<file path="src/rtl/bkm_step_ctrl.sv">
// bkm_step_ctrl: iteration sequencer for the BKM datapath.
// Holds X_n/Y_n, steps index n through N_ITER evaluations of bkm_data_step,
// then parks the final X/Y in a result register offered through valid/ack.
module bkm_step_ctrl #(
   parameter int W      = 64,
   parameter int N_ITER = 64,
   parameter int CNT_W  = 7
) (
   input  logic             clk,
   input  logic             arst,
   input  logic             srst,
   input  logic             enable,
   input  logic             start,
   input  logic             abort,
   input  logic [W-1:0]     X_0,
   input  logic [W-1:0]     Y_0,
   input  logic [W-1:0]     X_np1,
   input  logic [W-1:0]     Y_np1,
   output logic [W-1:0]     X_n,
   output logic [W-1:0]     Y_n,
   output logic [CNT_W-1:0] n,
   output logic             step_en,
   output logic             busy,
   output logic [W-1:0]     X_res,
   output logic [W-1:0]     Y_res,
   output logic             res_valid,
   input  logic             res_ack,
   output logic             done
);

   typedef enum logic [1:0] {
      S_IDLE = 2'd0,
      S_ITER = 2'd1,
      S_HOLD = 2'd2
   } state_t;

   // Index of the last step; the counter returns to zero here instead of wrapping.
   localparam logic [CNT_W-1:0] LAST_N = CNT_W'(N_ITER - 1);

   state_t           r_state;
   logic [CNT_W-1:0] r_n;
   logic [W-1:0]     r_xn;
   logic [W-1:0]     r_yn;
   logic [W-1:0]     r_xres;
   logic [W-1:0]     r_yres;
   logic             r_valid;
   logic             r_done;

   state_t           w_state_next;
   logic [CNT_W-1:0] w_n_next;
   logic [W-1:0]     w_xn_next;
   logic [W-1:0]     w_yn_next;
   logic [W-1:0]     w_xres_next;
   logic [W-1:0]     w_yres_next;
   logic             w_valid_next;
   logic             w_done_next;
   logic             w_step_en;
   logic             w_last_step;

   assign w_last_step = (r_n == LAST_N);

   // Next-state and next-register values; everything holds unless enable is high.
   always_comb begin
      w_state_next = r_state;
      w_n_next     = r_n;
      w_xn_next    = r_xn;
      w_yn_next    = r_yn;
      w_xres_next  = r_xres;
      w_yres_next  = r_yres;
      w_valid_next = r_valid;
      w_done_next  = r_done;
      w_step_en    = 1'b0;

      if (enable) begin
         // done is a single enabled-cycle pulse, so any enabled cycle clears it
         // unless the completion branch below sets it again.
         w_done_next = 1'b0;

         case (r_state)
            S_IDLE: begin
               if (start) begin
                  w_xn_next    = X_0;
                  w_yn_next    = Y_0;
                  w_n_next     = '0;
                  w_state_next = S_ITER;
               end
            end

            S_ITER: begin
               w_step_en = 1'b1;
               if (abort) begin
                  // Abort wins even on the final step: no result is published.
                  w_n_next     = '0;
                  w_valid_next = 1'b0;
                  w_done_next  = 1'b0;
                  w_state_next = S_IDLE;
               end else begin
                  w_xn_next = X_np1;
                  w_yn_next = Y_np1;
                  if (w_last_step) begin
                     w_xres_next  = X_np1;
                     w_yres_next  = Y_np1;
                     w_valid_next = 1'b1;
                     w_done_next  = 1'b1;
                     w_n_next     = '0;
                     w_state_next = S_HOLD;
                  end else begin
                     w_n_next = r_n + 1'b1;
                  end
               end
            end

            S_HOLD: begin
               // A start arriving with the ack is dropped; it must be
               // presented again once the block is back in IDLE.
               if (abort || res_ack) begin
                  w_valid_next = 1'b0;
                  w_done_next  = 1'b0;
                  w_n_next     = '0;
                  w_state_next = S_IDLE;
               end
            end

            default: begin
               w_n_next     = '0;
               w_valid_next = 1'b0;
               w_state_next = S_IDLE;
            end
         endcase
      end
   end

   // State and datapath registers: async reset first, then sync reset, then update.
   always_ff @(posedge clk or posedge arst) begin
      if (arst) begin
         r_state <= S_IDLE;
         r_n     <= '0;
         r_xn    <= '0;
         r_yn    <= '0;
         r_xres  <= '0;
         r_yres  <= '0;
         r_valid <= 1'b0;
         r_done  <= 1'b0;
      end else if (srst) begin
         r_state <= S_IDLE;
         r_n     <= '0;
         r_xn    <= '0;
         r_yn    <= '0;
         r_xres  <= '0;
         r_yres  <= '0;
         r_valid <= 1'b0;
         r_done  <= 1'b0;
      end else begin
         r_state <= w_state_next;
         r_n     <= w_n_next;
         r_xn    <= w_xn_next;
         r_yn    <= w_yn_next;
         r_xres  <= w_xres_next;
         r_yres  <= w_yres_next;
         r_valid <= w_valid_next;
         r_done  <= w_done_next;
      end
   end

   assign X_n       = r_xn;
   assign Y_n       = r_yn;
   assign n         = r_n;
   assign step_en   = w_step_en;
   assign busy      = (r_state == S_ITER) || (r_state == S_HOLD);
   assign X_res     = r_xres;
   assign Y_res     = r_yres;
   assign res_valid = r_valid;
   assign done      = r_done;

endmodule

</file>
<file path="config.mk">
export PLATFORM = sky130hd
export DESIGN_NAME = bkm_step_ctrl
export DESIGN_NICKNAME = d
export VERILOG_FILES = /design/src/rtl/bkm_step_ctrl.sv
export SDC_FILE = /design/constraint.sdc
export NUM_CORES = 1
export LEC_CHECK = 0
export ABC_AREA = 0
export ABC_CLOCK_PERIOD_IN_PS = 12670
export BUFFER_PORTS_ARGS = -buffer_cell sky130_fd_sc_hd__buf_2
export CAP_MARGIN = 20
export CORE_AREA = 2 2 208 210
export CTS_CLUSTER_DIAMETER = 50
export DETAILED_ROUTE_END_ITERATION = 12
export DIE_AREA = 0 0 210 212
export HOLD_SLACK_MARGIN = 0.12
export REMOVE_ABC_BUFFERS = 1
export SLEW_MARGIN = 20
export SYNTH_ARGS = -nofsm -noshare
export SYNTH_HDL_FRONTEND = slang
export SYNTH_SLANG_ARGS = --single-unit
</file>
<file path="constraint.sdc">
create_clock -name clk -period 12.67 [get_ports clk]
set_input_delay 2.534 -clock clk [delete_from_list [all_inputs] [get_ports clk]]
set_output_delay 2.534 -clock clk [all_outputs]
set_load 0.05 [all_outputs]
</file>
==> summary.md <==
| Metric | Value |
|---|---|
| Fin. Hold Viols | `0` |
| Hold Path Origin | `X_n[50]` |
| EDFF count, synth | `0` |
| Max Slew Vio Count | `0` |
| CP Capture Type | `output pin` |
| Status | `complete, no violations` |
| Routed wire length | `around 38 mm` |
| GRT Max-Usage Layer | `met2` |
| RSZ-0062 raised after global routing | `no` |
| Placed Cells | `2182` |
| Drt pass-1 iters | `5` |
| DP HPWL | `approximately 27 mm` |
| Die Ht | `212 µm` |
| Clock skew | `between 0.01 and 0.015 ns` |
| Worst setup SP type | `input pin` |
| Hold Worst Slack | `about 0.47 ns` |
| Fill cells | `approximately 4300` |
| FFs w/ async S/R, synth | `between 90% and 100%` |
| Most instantiated library cell after synthesis | `nand2_1` |
| GP Congestion | `0.809` |
| F_max | `175 MHz` |
| Final min period | `between 5 and 6 ns` |
| Starting Density | `between 20% and 30%` |
| CP Max Fanout | `7` |
| Starting DRT DRC Count | `around 800` |
| DR DRC count | `0` |
| Row cnt | `76` |
| Clock sinks | `267` |
| Critical path cell sequence | `buf_2, and2_1, buf_2` |
| Yosys cell types | `32` |
| H-tree levels | `2` |
| CTS resizes | `0` |
| Top cell by count, worst path | `buf_2` |
| R2r startpoint | `r_state[0]` |
| Leak | `approximately 0.008 µW` |
| M2 GR Usage | `between 20% and 30%` |
| Clock Tree Root | `clkbuf_16` |
| Worst Setup SP | `enable` |
| Synth Cell Area | `between 10000 and 15000 µm²` |
| Post-route core utilization | `a little under two fifths` |
| Buffers on Ports | `~530` |
| Synthesized area per cell | `9.94 µm²` |
| Vias in the first global route | `approximately 11000` |
| Pre-CTS setup slack | `~7.0 ns` |
| Final nets | `~2000` |
| Mapped Cells | `around 1200` |
| Fin cells | `2247` |
| CTS Hold Buffers Added | `0` |
| P per Cell Area | `approximately 160 nW/µm²` |
| Worst Tran Pin Value | `between 1 and 1.5 ns` |
| Die area | `44500 µm²` |
| Worst path slowest cell | `buf_2` |
| Pin count of the biggest net entering global routing | `approximately 130` |
| Routed length per placed instance | `17.0 µm` |
| VDD IR max | `around 0.08 mV` |
| WP data arrival | `3.17 ns` |
| Vias | `10700` |
| Synth area leaders | `dfrtp_1, nand2_1, mux2i_1` |
| Yosys warns | `0` |
| Core Area | `about 43000 µm²` |
| Setup ws final | `6.96 ns` |
| Area grow syn2layout | `35.5%` |
| First-pass GRT wire length | `58.8 mm` |
| All-Layer GR Usage | `between 15 and 20%` |
| Seq cells post-synth | `267` |
| CP Class | `input pin to output pin` |
| Setup violation total in the final timing report | `0` |
| CP required | `about 10 ns` |
| GR met3 Demand/Resource | `between 5 and 6%` |
| Post-CTS setup buffers | `0` |
| Max clock buf depth | `3` |
| Antenna-violating nets left | `0` |
| Worst stage delay on the critical path | `between 0.2 and 0.3 ns` |
| Main flop type after synthesis | `dfrtp_1` |
| CTS Buf Count | `37` |
| Die width | `roughly 210 µm` |
| Top cell type's share of synthesized area | `between 50% and 60%` |
| Clock Latency Late Sink | `~0.52 ns` |
| Share of cells above drive strength 1 | `36.0%` |
| Slew margin rel. | `around a third` |
| Fin crit share | `between 40% and 50%` |
| Synth top cells by count | `nand2_1, dfrtp_1, a21oi_1, o31ai_1, mux2i_1` |
| # IOs | `530` |
| Area leader, netlist | `dfrtp_1` |
| Total gr overflow | `0` |
| Initial antenna violation count | `4` |
| Met1 global-route usage | `between 20 and 25%` |
| DR vias/cell | `4.77` |
| MaxCap Viol Count | `0` |
| CTS tree | `yes` |
| Sequential area share after synthesis | `about 56%` |
| Clock-pin slew on the worst setup and hold paths | `roughly 0.060 ns` |
| Hold WC Path Type | `flip-flop to flip-flop` |
==> worst max-delay path: cells and delay by family <==
kind | cells | cell delay (ns)
buffers and inverters | 2 | 0.45
and+or+nand+nor | 1 | 0.18
==> path summary, 6_finish.rpt <==
| kind | endpoint | slack [ns] | depth (start not counted) |
|---|---|---|---|
| worst max-delay path | step_en | 6.96 | 3 |
| worst min-delay path | X_n[50] | 0.47 | 2 |
| worst min register to register | X_n[50] | 0.47 | 2 |
| worst max register to register | X_n[40] | 9.80 | 8 |
| max in group asynchronous | X_n[38] | 8.93 | 3 |
| min in group asynchronous | Y_res[22] | 2.21 | 2 |
==> metrics by stage <==
step / instance area (µm²) / power [µW] / TNS, ns
5_1_grt: 16100 / 2660 / 0
6_report: 16100 / 2540 / 0
3_3_place_gp: 14900 / 1560 / 0
4_1_cts: 16100 / 2580 / 0
3_5_place_dp: 14900 / 1570 / 0
2_1_floorplan: 11400 / 1420 / -214.64
==> cells in the final DEF, fill, tap and decap left out, types with 2 or more instances in the layout <==
master and count:
mux2i_1 128, ha_1 3, o21ai_0 6, inv_1 4, buf_4 15, and2_1 2, clkbuf_1 6, bufinv_16 2
clkbuf_16 37, o31ai_1 129, dfrtp_1 267, nand2_1 392, buf_2 528, clkinv_4 3, nand2b_1 3, inv_8 2
diode_2 2, clkinv_2 3, nor4_1 2, clkbuf_8 6, clkinvlp_4 5, o22a_1 2, a21oi_1 130, nand3_1 4
==> sequential cells by signal, summed over array words and instances (netlist names) <==
signal,count
X_n,64
X_res,64
Y_n,64
Y_res,64
done,1
n,7
r_state,2
res_valid,1
==> final cells by class <==
cell class / count / area [µm²] / area share [%]
Inverter: 5 / 26.3 / 0.164
Clock buffer: 48 / 1020 / 6.33
Multi-Input combinational cell: 820 / 4720 / 29.4
Clock inverter: 15 / 159 / 0.989
Tap cell: 546 / 683 / 4.25
Timing Repair Buffer: 544 / 2770 / 17.2
Sequential cell: 267 / 6680 / 41.6
Antenna cell: 2 / 5.00 / 0.0312
==> cells by family (layout without fill, tap and decap cells) <==
family,Yosys count,after routing,share of synthesized area (%)
other,0,2,0
DFF,267,267,56.4
AOI/OAI and AO/OA,276,276,14.8
adders and majority gates,4,4,0.422
buffers and inverters,105,612,4.03
muxes,128,128,10.8
and+or+nand+nor,412,412,13.6
==> power by group <==
| group | internal (µW) | switching [µW] | total (µW) |
|---|---|---|---|
| combinational | 163 | 435 | 598 |
| sequential | 917 | 33.3 | 950 |
| clock | 609 | 384 | 993 |
==> layer usage <==
layer	up-vias	part of all wire, %
li1	5081	-
met3	68	7.5
met5	-	0.071
met2	398	48
met4	4	3.2
met1	5166	41
No activity file was read; power rests on OpenSTA's default activity.
